===== src/rtl/uart_tx_controller_if.sv =====
// uart_tx_controller_if
//   Byte-side handshake and serial-line bundle for uart_tx_controller.
//   master modport: the producer (drives Data_Valid/P_Data/Par_En/Par_Typ,
//                   observes Ready/Busy/TX_OUT).
//   slave modport:  the transmitter itself.
//   Signals:
//     Data_Valid  producer offers P_Data this cycle
//     P_Data      byte to transmit (DATA_WIDTH bits)
//     Par_En      1 = append a parity bit to this byte
//     Par_Typ     0 = even parity, 1 = odd parity
//     Ready       holding register empty; transfer on Data_Valid && Ready
//     Busy        a frame is on the line
//     TX_OUT      serial line, idle high
interface uart_tx_controller_if #(
  parameter int DATA_WIDTH = 8
);
  logic                  Data_Valid;
  logic [DATA_WIDTH-1:0] P_Data;
  logic                  Par_En;
  logic                  Par_Typ;
  logic                  Ready;
  logic                  Busy;
  logic                  TX_OUT;

  modport master (
    output Data_Valid, P_Data, Par_En, Par_Typ,
    input  Ready, Busy, TX_OUT
  );

  modport slave (
    input  Data_Valid, P_Data, Par_En, Par_Typ,
    output Ready, Busy, TX_OUT
  );
endinterface


===== src/rtl/uart_tx_controller.sv =====
// uart_tx_controller
//   Baud-paced UART frame sequencer. Accepts bytes on a valid/ready handshake,
//   keeps one byte in a holding register while a frame is on the line, and
//   sends start bit, LSB-first data, optional parity and a stop bit.
//   Parameters:
//     DATA_WIDTH    data bits per frame (>= 1)
//     CLKS_PER_BIT  clock cycles per serial bit (>= 1)
//   Ports:
//     CLK   system clock, rising edge
//     RST   synchronous reset, active low
//     bus   uart_tx_controller_if.slave (Data_Valid, P_Data, Par_En, Par_Typ,
//           Ready, Busy, TX_OUT)
//   Configuration:
//     UART_TX_PARITY_EN  when defined, the PARITY state and parity generator
//                        are built and Par_En/Par_Typ are honoured; otherwise
//                        both inputs are ignored and frames never carry parity.
module uart_tx_controller #(
  parameter int DATA_WIDTH   = 8,
  parameter int CLKS_PER_BIT = 16
) (
  input logic                 CLK,
  input logic                 RST,
  uart_tx_controller_if.slave bus
);

  localparam int PW = (CLKS_PER_BIT > 1) ? $clog2(CLKS_PER_BIT) : 1;
  localparam int BW = (DATA_WIDTH > 1) ? $clog2(DATA_WIDTH) : 1;
  localparam logic [PW-1:0] PRESCALE_LAST = PW'(CLKS_PER_BIT - 1);
  localparam logic [BW-1:0] BIT_LAST      = BW'(DATA_WIDTH - 1);

  typedef enum logic [2:0] {
    IDLE,
    START,
    DATA,
`ifdef UART_TX_PARITY_EN
    PARITY,
`endif
    STOP
  } state_t;

  state_t                state_q, state_d;
  logic [PW-1:0]         prescale_q, prescale_d;
  logic [BW-1:0]         bit_cnt_q, bit_cnt_d;
  logic [DATA_WIDTH-1:0] shift_q, shift_d;
  logic [DATA_WIDTH-1:0] hold_data_q, hold_data_d;
  logic                  hold_full_q, hold_full_d;
  logic                  tx_q, tx_d;
  logic                  busy_q, busy_d;
  logic                  accept;
  logic                  bit_end;

`ifdef UART_TX_PARITY_EN
  // Parity is resolved to a single line value when the byte is captured,
  // so the shift register can be consumed freely during DATA.
  logic par_en_q, par_en_d;
  logic par_bit_q, par_bit_d;
  logic hold_par_en_q, hold_par_en_d;
  logic hold_par_bit_q, hold_par_bit_d;
`else
  logic unused_par;
  assign unused_par = bus.Par_En ^ bus.Par_Typ;
`endif

  assign accept  = bus.Data_Valid && !hold_full_q;
  assign bit_end = (prescale_q == PRESCALE_LAST);

  always_ff @(posedge CLK) begin
    if (!RST) begin
      state_q     <= IDLE;
      prescale_q  <= '0;
      bit_cnt_q   <= '0;
      shift_q     <= '0;
      hold_data_q <= '0;
      hold_full_q <= 1'b0;
      tx_q        <= 1'b1;
      busy_q      <= 1'b0;
`ifdef UART_TX_PARITY_EN
      par_en_q       <= 1'b0;
      par_bit_q      <= 1'b0;
      hold_par_en_q  <= 1'b0;
      hold_par_bit_q <= 1'b0;
`endif
    end else begin
      state_q     <= state_d;
      prescale_q  <= prescale_d;
      bit_cnt_q   <= bit_cnt_d;
      shift_q     <= shift_d;
      hold_data_q <= hold_data_d;
      hold_full_q <= hold_full_d;
      tx_q        <= tx_d;
      busy_q      <= busy_d;
`ifdef UART_TX_PARITY_EN
      par_en_q       <= par_en_d;
      par_bit_q      <= par_bit_d;
      hold_par_en_q  <= hold_par_en_d;
      hold_par_bit_q <= hold_par_bit_d;
`endif
    end
  end

  always_comb begin
    state_d     = state_q;
    bit_cnt_d   = bit_cnt_q;
    shift_d     = shift_q;
    hold_data_d = hold_data_q;
    hold_full_d = hold_full_q;
    prescale_d  = '0;
    tx_d        = 1'b1;
    busy_d      = 1'b0;
`ifdef UART_TX_PARITY_EN
    par_en_d       = par_en_q;
    par_bit_d      = par_bit_q;
    hold_par_en_d  = hold_par_en_q;
    hold_par_bit_d = hold_par_bit_q;
`endif

    case (state_q)
      IDLE: begin
        if (accept) begin
          shift_d   = bus.P_Data;
          bit_cnt_d = '0;
`ifdef UART_TX_PARITY_EN
          par_en_d  = bus.Par_En;
          par_bit_d = (^bus.P_Data) ^ bus.Par_Typ;
`endif
          state_d   = START;
        end
      end
      START: begin
        if (bit_end) begin
          bit_cnt_d = '0;
          state_d   = DATA;
        end
      end
      DATA: begin
        if (bit_end) begin
          if (bit_cnt_q == BIT_LAST) begin
`ifdef UART_TX_PARITY_EN
            state_d = par_en_q ? PARITY : STOP;
`else
            state_d = STOP;
`endif
          end else begin
            shift_d   = shift_q >> 1;
            bit_cnt_d = bit_cnt_q + BW'(1);
          end
        end
      end
`ifdef UART_TX_PARITY_EN
      PARITY: begin
        if (bit_end) begin
          state_d = STOP;
        end
      end
`endif
      STOP: begin
        // A buffered byte takes priority over a fresh offer; either way the
        // next START follows this STOP with no idle cycle in between.
        if (bit_end) begin
          if (hold_full_q) begin
            shift_d     = hold_data_q;
            bit_cnt_d   = '0;
            hold_full_d = 1'b0;
`ifdef UART_TX_PARITY_EN
            par_en_d    = hold_par_en_q;
            par_bit_d   = hold_par_bit_q;
`endif
            state_d     = START;
          end else if (accept) begin
            shift_d   = bus.P_Data;
            bit_cnt_d = '0;
`ifdef UART_TX_PARITY_EN
            par_en_d  = bus.Par_En;
            par_bit_d = (^bus.P_Data) ^ bus.Par_Typ;
`endif
            state_d   = START;
          end else begin
            state_d = IDLE;
          end
        end
      end
      default: state_d = IDLE;
    endcase

    // Offers taken while a frame is running park in the holding register,
    // except at the STOP bit end where they were loaded straight in above.
    if (accept && (state_q != IDLE) && !((state_q == STOP) && bit_end)) begin
      hold_data_d = bus.P_Data;
      hold_full_d = 1'b1;
`ifdef UART_TX_PARITY_EN
      hold_par_en_d  = bus.Par_En;
      hold_par_bit_d = (^bus.P_Data) ^ bus.Par_Typ;
`endif
    end

    if ((state_q != IDLE) && !bit_end) begin
      prescale_d = prescale_q + PW'(1);
    end

    // Outputs are computed from the next state so the registered line
    // value lines up with the state it belongs to.
    case (state_d)
      START:   tx_d = 1'b0;
      DATA:    tx_d = shift_d[0];
`ifdef UART_TX_PARITY_EN
      PARITY:  tx_d = par_bit_d;
`endif
      default: tx_d = 1'b1;
    endcase
    busy_d = (state_d != IDLE);
  end

  assign bus.TX_OUT = tx_q;
  assign bus.Busy   = busy_q;
  assign bus.Ready  = !hold_full_q;

endmodule


===== src/flat_wrapper.sv =====
// flat-port wrapper written by rule: the top's interface ports become plain ports
module uart_tx_controller_flat 
#(
  parameter int DATA_WIDTH   = 8,
  parameter int CLKS_PER_BIT = 16
)
  (CLK, RST, bus_Data_Valid, bus_P_Data, bus_Par_En, bus_Par_Typ, bus_Ready, bus_Busy, bus_TX_OUT);
  uart_tx_controller_if #(.DATA_WIDTH(DATA_WIDTH)) bus_i ();
  input logic CLK;
  input logic RST;
  input wire logic [$bits(bus_i.Data_Valid)-1:0] bus_Data_Valid;
  input wire logic [$bits(bus_i.P_Data)-1:0] bus_P_Data;
  input wire logic [$bits(bus_i.Par_En)-1:0] bus_Par_En;
  input wire logic [$bits(bus_i.Par_Typ)-1:0] bus_Par_Typ;
  output wire logic [$bits(bus_i.Ready)-1:0] bus_Ready;
  output wire logic [$bits(bus_i.Busy)-1:0] bus_Busy;
  output wire logic [$bits(bus_i.TX_OUT)-1:0] bus_TX_OUT;
  assign bus_i.Data_Valid = bus_Data_Valid;
  assign bus_i.P_Data = bus_P_Data;
  assign bus_i.Par_En = bus_Par_En;
  assign bus_i.Par_Typ = bus_Par_Typ;
  assign bus_Ready = bus_i.Ready;
  assign bus_Busy = bus_i.Busy;
  assign bus_TX_OUT = bus_i.TX_OUT;
  uart_tx_controller #(.DATA_WIDTH(DATA_WIDTH), .CLKS_PER_BIT(CLKS_PER_BIT)) u_core (.CLK(CLK), .RST(RST), .bus(bus_i));
endmodule

===== config.mk =====
export PLATFORM = sky130hd
export DESIGN_NAME = uart_tx_controller_flat
export DESIGN_NICKNAME = d
export VERILOG_FILES = /design/src/rtl/uart_tx_controller_if.sv /design/src/rtl/uart_tx_controller.sv /design/src/flat_wrapper.sv
export SDC_FILE = /design/constraint.sdc
export NUM_CORES = 1
export LEC_CHECK = 0
export CAP_MARGIN = 15
export CORE_ASPECT_RATIO = 0.75
export CORE_MARGIN = 2
export CORE_UTILIZATION = 25
export CTS_BUF_LIST = sky130_fd_sc_hd__clkbuf_16
export DETAILED_ROUTE_END_ITERATION = 6
export GPL_ROUTABILITY_DRIVEN = 0
export GPL_TIMING_DRIVEN = 0
export HOLD_SLACK_MARGIN = 0.03
export PLACE_DENSITY_LB_ADDON = 0.05
export SKIP_LAST_GASP = 1
export SLEW_MARGIN = 20
export SYNTH_ARGS = -nofsm -noshare
export SYNTH_HDL_FRONTEND = slang
export SYNTH_SLANG_ARGS = --single-unit

===== constraint.sdc =====
create_clock -name CLK -period 4.2 [get_ports CLK]
set_input_delay 0.84 -clock CLK [delete_from_list [all_inputs] [get_ports CLK]]
set_output_delay 0.84 -clock CLK [all_outputs]
set_load 0.02 [all_outputs]

==> run metrics <==
ANT cells=0; largest area contributor in the netlist=dfxtp_1; Detail Placement HPWL=~3.5 mm; Vias/cell=~5.3; PwrDens=roughly 360 mW/mm^2; TritonCTS clock tree=built; flops & latches, synth=29; Pleak=0.778 nW; Worst path slowest cell=clkdlybuf4s50_1; Post-Layout Cell Count=between 200 and 300; post_cts resized=0; Initial Util=between 20% and 30%; Fin. Hold Viols=0; Post-synth top cells=dfxtp_1 (29), nor2_1 (23), o21ai_0 (12), nand3_1 (11), inv_1 (10); largest net degree at the start of global routing=11; Clk pin slew, worst setup/hold paths=roughly 0.05 ns; Core Box Area=about 0.0063 mm^2; clock network power share=between 40% and 50%; Die Y=between 70 and 80 um; Die Wd=roughly 98 um; global route overflow=0; Hold/Removal Path Class=register to register; reg2reg setup slack=~2.2 ns; period utilisation layout=roughly 61%; Worst-Margin Slew=0.815 ns; worst-path fanout max=10; Post-Synth XOR/XNOR Area=under 10%; Post-Route WL=between 4 and 5 mm; clk_lat worst skew=0.27 ns; setup TNS=0 ns; Adder-Cell Fraction of Synth Area=about 2.3%; Iter 0 DRT Violations=around 160; Post-Synthesis Cell Area=approximately 0.0016 mm^2; Worst Setup End Kind=primary output; switching fraction of total power=24.9%; crit-path cells=clkbuf_1 -> inv_1 -> clkdlybuf4s50_1; RSZ-0062 raised after global routing=false; Seq pwr share=41.2%; Setup Fix Bufs, Post-CTS=0; Max Clock Skew=0.00496 ns; top cells by area, synth=dfxtp_1 (35%), mux2i_1 (5.5%), nor2_1 (5.3%), a221oi_2 (4.6%), o21ai_0 (3.7%); syn_area_per_cell=about 8.6 um^2; Final #Nets=roughly 230; number of global-route vias before repair=between 1500 and 2000; max-cap violation count=0; min Tclk post-route=approximately 2.6 ns; Final Max Slew Viols=0; max incr delay on CP=~0.57 ns; gr usage total=about 15%; Logic pwr share=13.4%; Critical Path RT=between 3 and 4 ns; ys async rst share=0%; proportion of layout cells with a drive suffix above 1=a little under a tenth; clk sinks=29; Clock Path Buffers=2; Inserted Clock Buffers=5; crit path DAT=between 1.5 and 2 ns; area grow syn2layout=21.6%; H-Tree Depth=2; Pre-antenna DRT Iters=5; post-synth cell types=47; sequential-to-total area share from yosys stat=a little over a third; Synth Instances=roughly 190; Net Count, Synth=207; WL/cell=roughly 17 um; post-placement cell count=284; Int Pwr=0.000539 W; peak supply drop=0.126 mV; remaining antenna violation count after routing=0; number of I/O pins=16; Synth Flop Type=dfxtp_1; routed via count=approximately 1500; EDFF count, synth=0; Final setup viols=0; top-count cell post-synth=dfxtp_1; first-pass GRT wire length=~8 mm; switching power=between 0.00015 and 0.0002 W; area share of the largest cell type after synthesis=roughly 35%; CP Launch Type=register; num rows=25; CTS Hold Bufs=0; mux contribution to synthesized area=under 10%; clk root buf=clkbuf_16; # port buffers=12; # DRC=0; initial antenna violation count=0; DIE AREA=between 0.007 and 0.008 mm^2; maximum clock frequency=roughly 390 MHz; status=finished, final reports clean; Compound-Gate Fraction of Synth Area=between 20 and 30%; largest family of logic cells by synthesized area=compound AO/OA/AOI/OAI gates; kind of critical path=register to primary output; Post-Synth Simple-Gate Area=21.4%; Slew headroom=around 45%; synth warn=0
==> kinds of logic after synthesis <==
logic type | Yosys count
compound gates | 57
other cells | 1
flops | 29
xor+xnor | 3
buf+inv | 23
simple gates | 66
fa+ha+maj | 3
mux | 9
==> worst max-delay path: cells and delay by family, from the launching register on <==
family	cells	cell delay, ns
buffers and inverters	3	1.12
flip-flops	1	0.35
==> layout by cell type, fill, tap and decap left out, drive strengths merged, types with 6 or more instances in the layout <==
| master | n |
|---|---|
| dfxtp | 29 |
| o31ai | 6 |
| clkbuf | 11 |
| nand3 | 11 |
| nand2 | 7 |
| a21oi | 8 |
| o211ai | 7 |
| buf | 7 |
| clkdlybuf4s50 | 12 |
| nor2 | 23 |
| inv | 11 |
| o21ai | 12 |
| mux2i | 9 |
| a221oi | 6 |
==> layer usage <==
layer | track usage [%] | routed length, um
met1 | 21.0 | 2590
met2 | 22.3 | 1950
met3 | 3.38 | 292
met4 | 4.01 | 23
met5 | 0 | 0
==> power by group through the flow <==
stage | Sequential [W] | Combinational (W) | Clock (W)
finish | 0.000295 | 0.0000960 | 0.000326
detailed placement | 0.000301 | 0.0000958 | 0
global placement | 0.000300 | 0.0000960 | 0
global route | 0.000297 | 0.000106 | 0.000352
floorplan | 0.000299 | 0.0000626 | 0
CTS | 0.000295 | 0.0000963 | 0.000336
==> worst paths after layout <==
check / start / to / depth (start not counted)
max: u_core.hold_full_q / bus_Ready / 3
min: u_core.prescale_q[0] / u_core.prescale_q[0] / 1
max reg2reg: u_core.bit_cnt_q[0] / u_core.bit_cnt_q[0] / 6
min reg2reg: u_core.prescale_q[0] / u_core.prescale_q[0] / 1
==> layout make-up <==
cell class	count	area [um^2]
repair buffers	12	120
flip-flops and latches	29	581
clock buffers	5	125
plain buffers	13	57.6
multi-input cells	139	966
clock inverters	2	7.51
well taps	81	101
fillers	665	4320
inverters	10	37.5
==> stage by stage <==
stage	cell area [um^2]	setup slack, ns	hold WS, ns	total power, W	util [%]
2_1_floorplan	1640	2.33	0.418	0.000362	-
3_3_place_gp	1860	1.47	0.436	0.000396	29.5
3_5_place_dp	1860	1.50	0.443	0.000397	29.5
4_1_cts	2000	1.59	0.454	0.000727	31.6
5_1_grt	2000	1.46	0.485	0.000754	31.6
6_report	2000	1.62	0.445	0.000718	31.6
==> sequential cells by signal, indices dropped and copies added, names as in the netlist <==
name and count:
u_core.hold_full_q 1, u_core.hold_data_q 8, u_core.state_q 3, u_core.bus.Busy 1, u_core.shift_q 8, u_core.bit_cnt_q 3, u_core.prescale_q 4, u_core.bus.TX_OUT 1
Note: power is estimated with default switching activity, not from simulation.
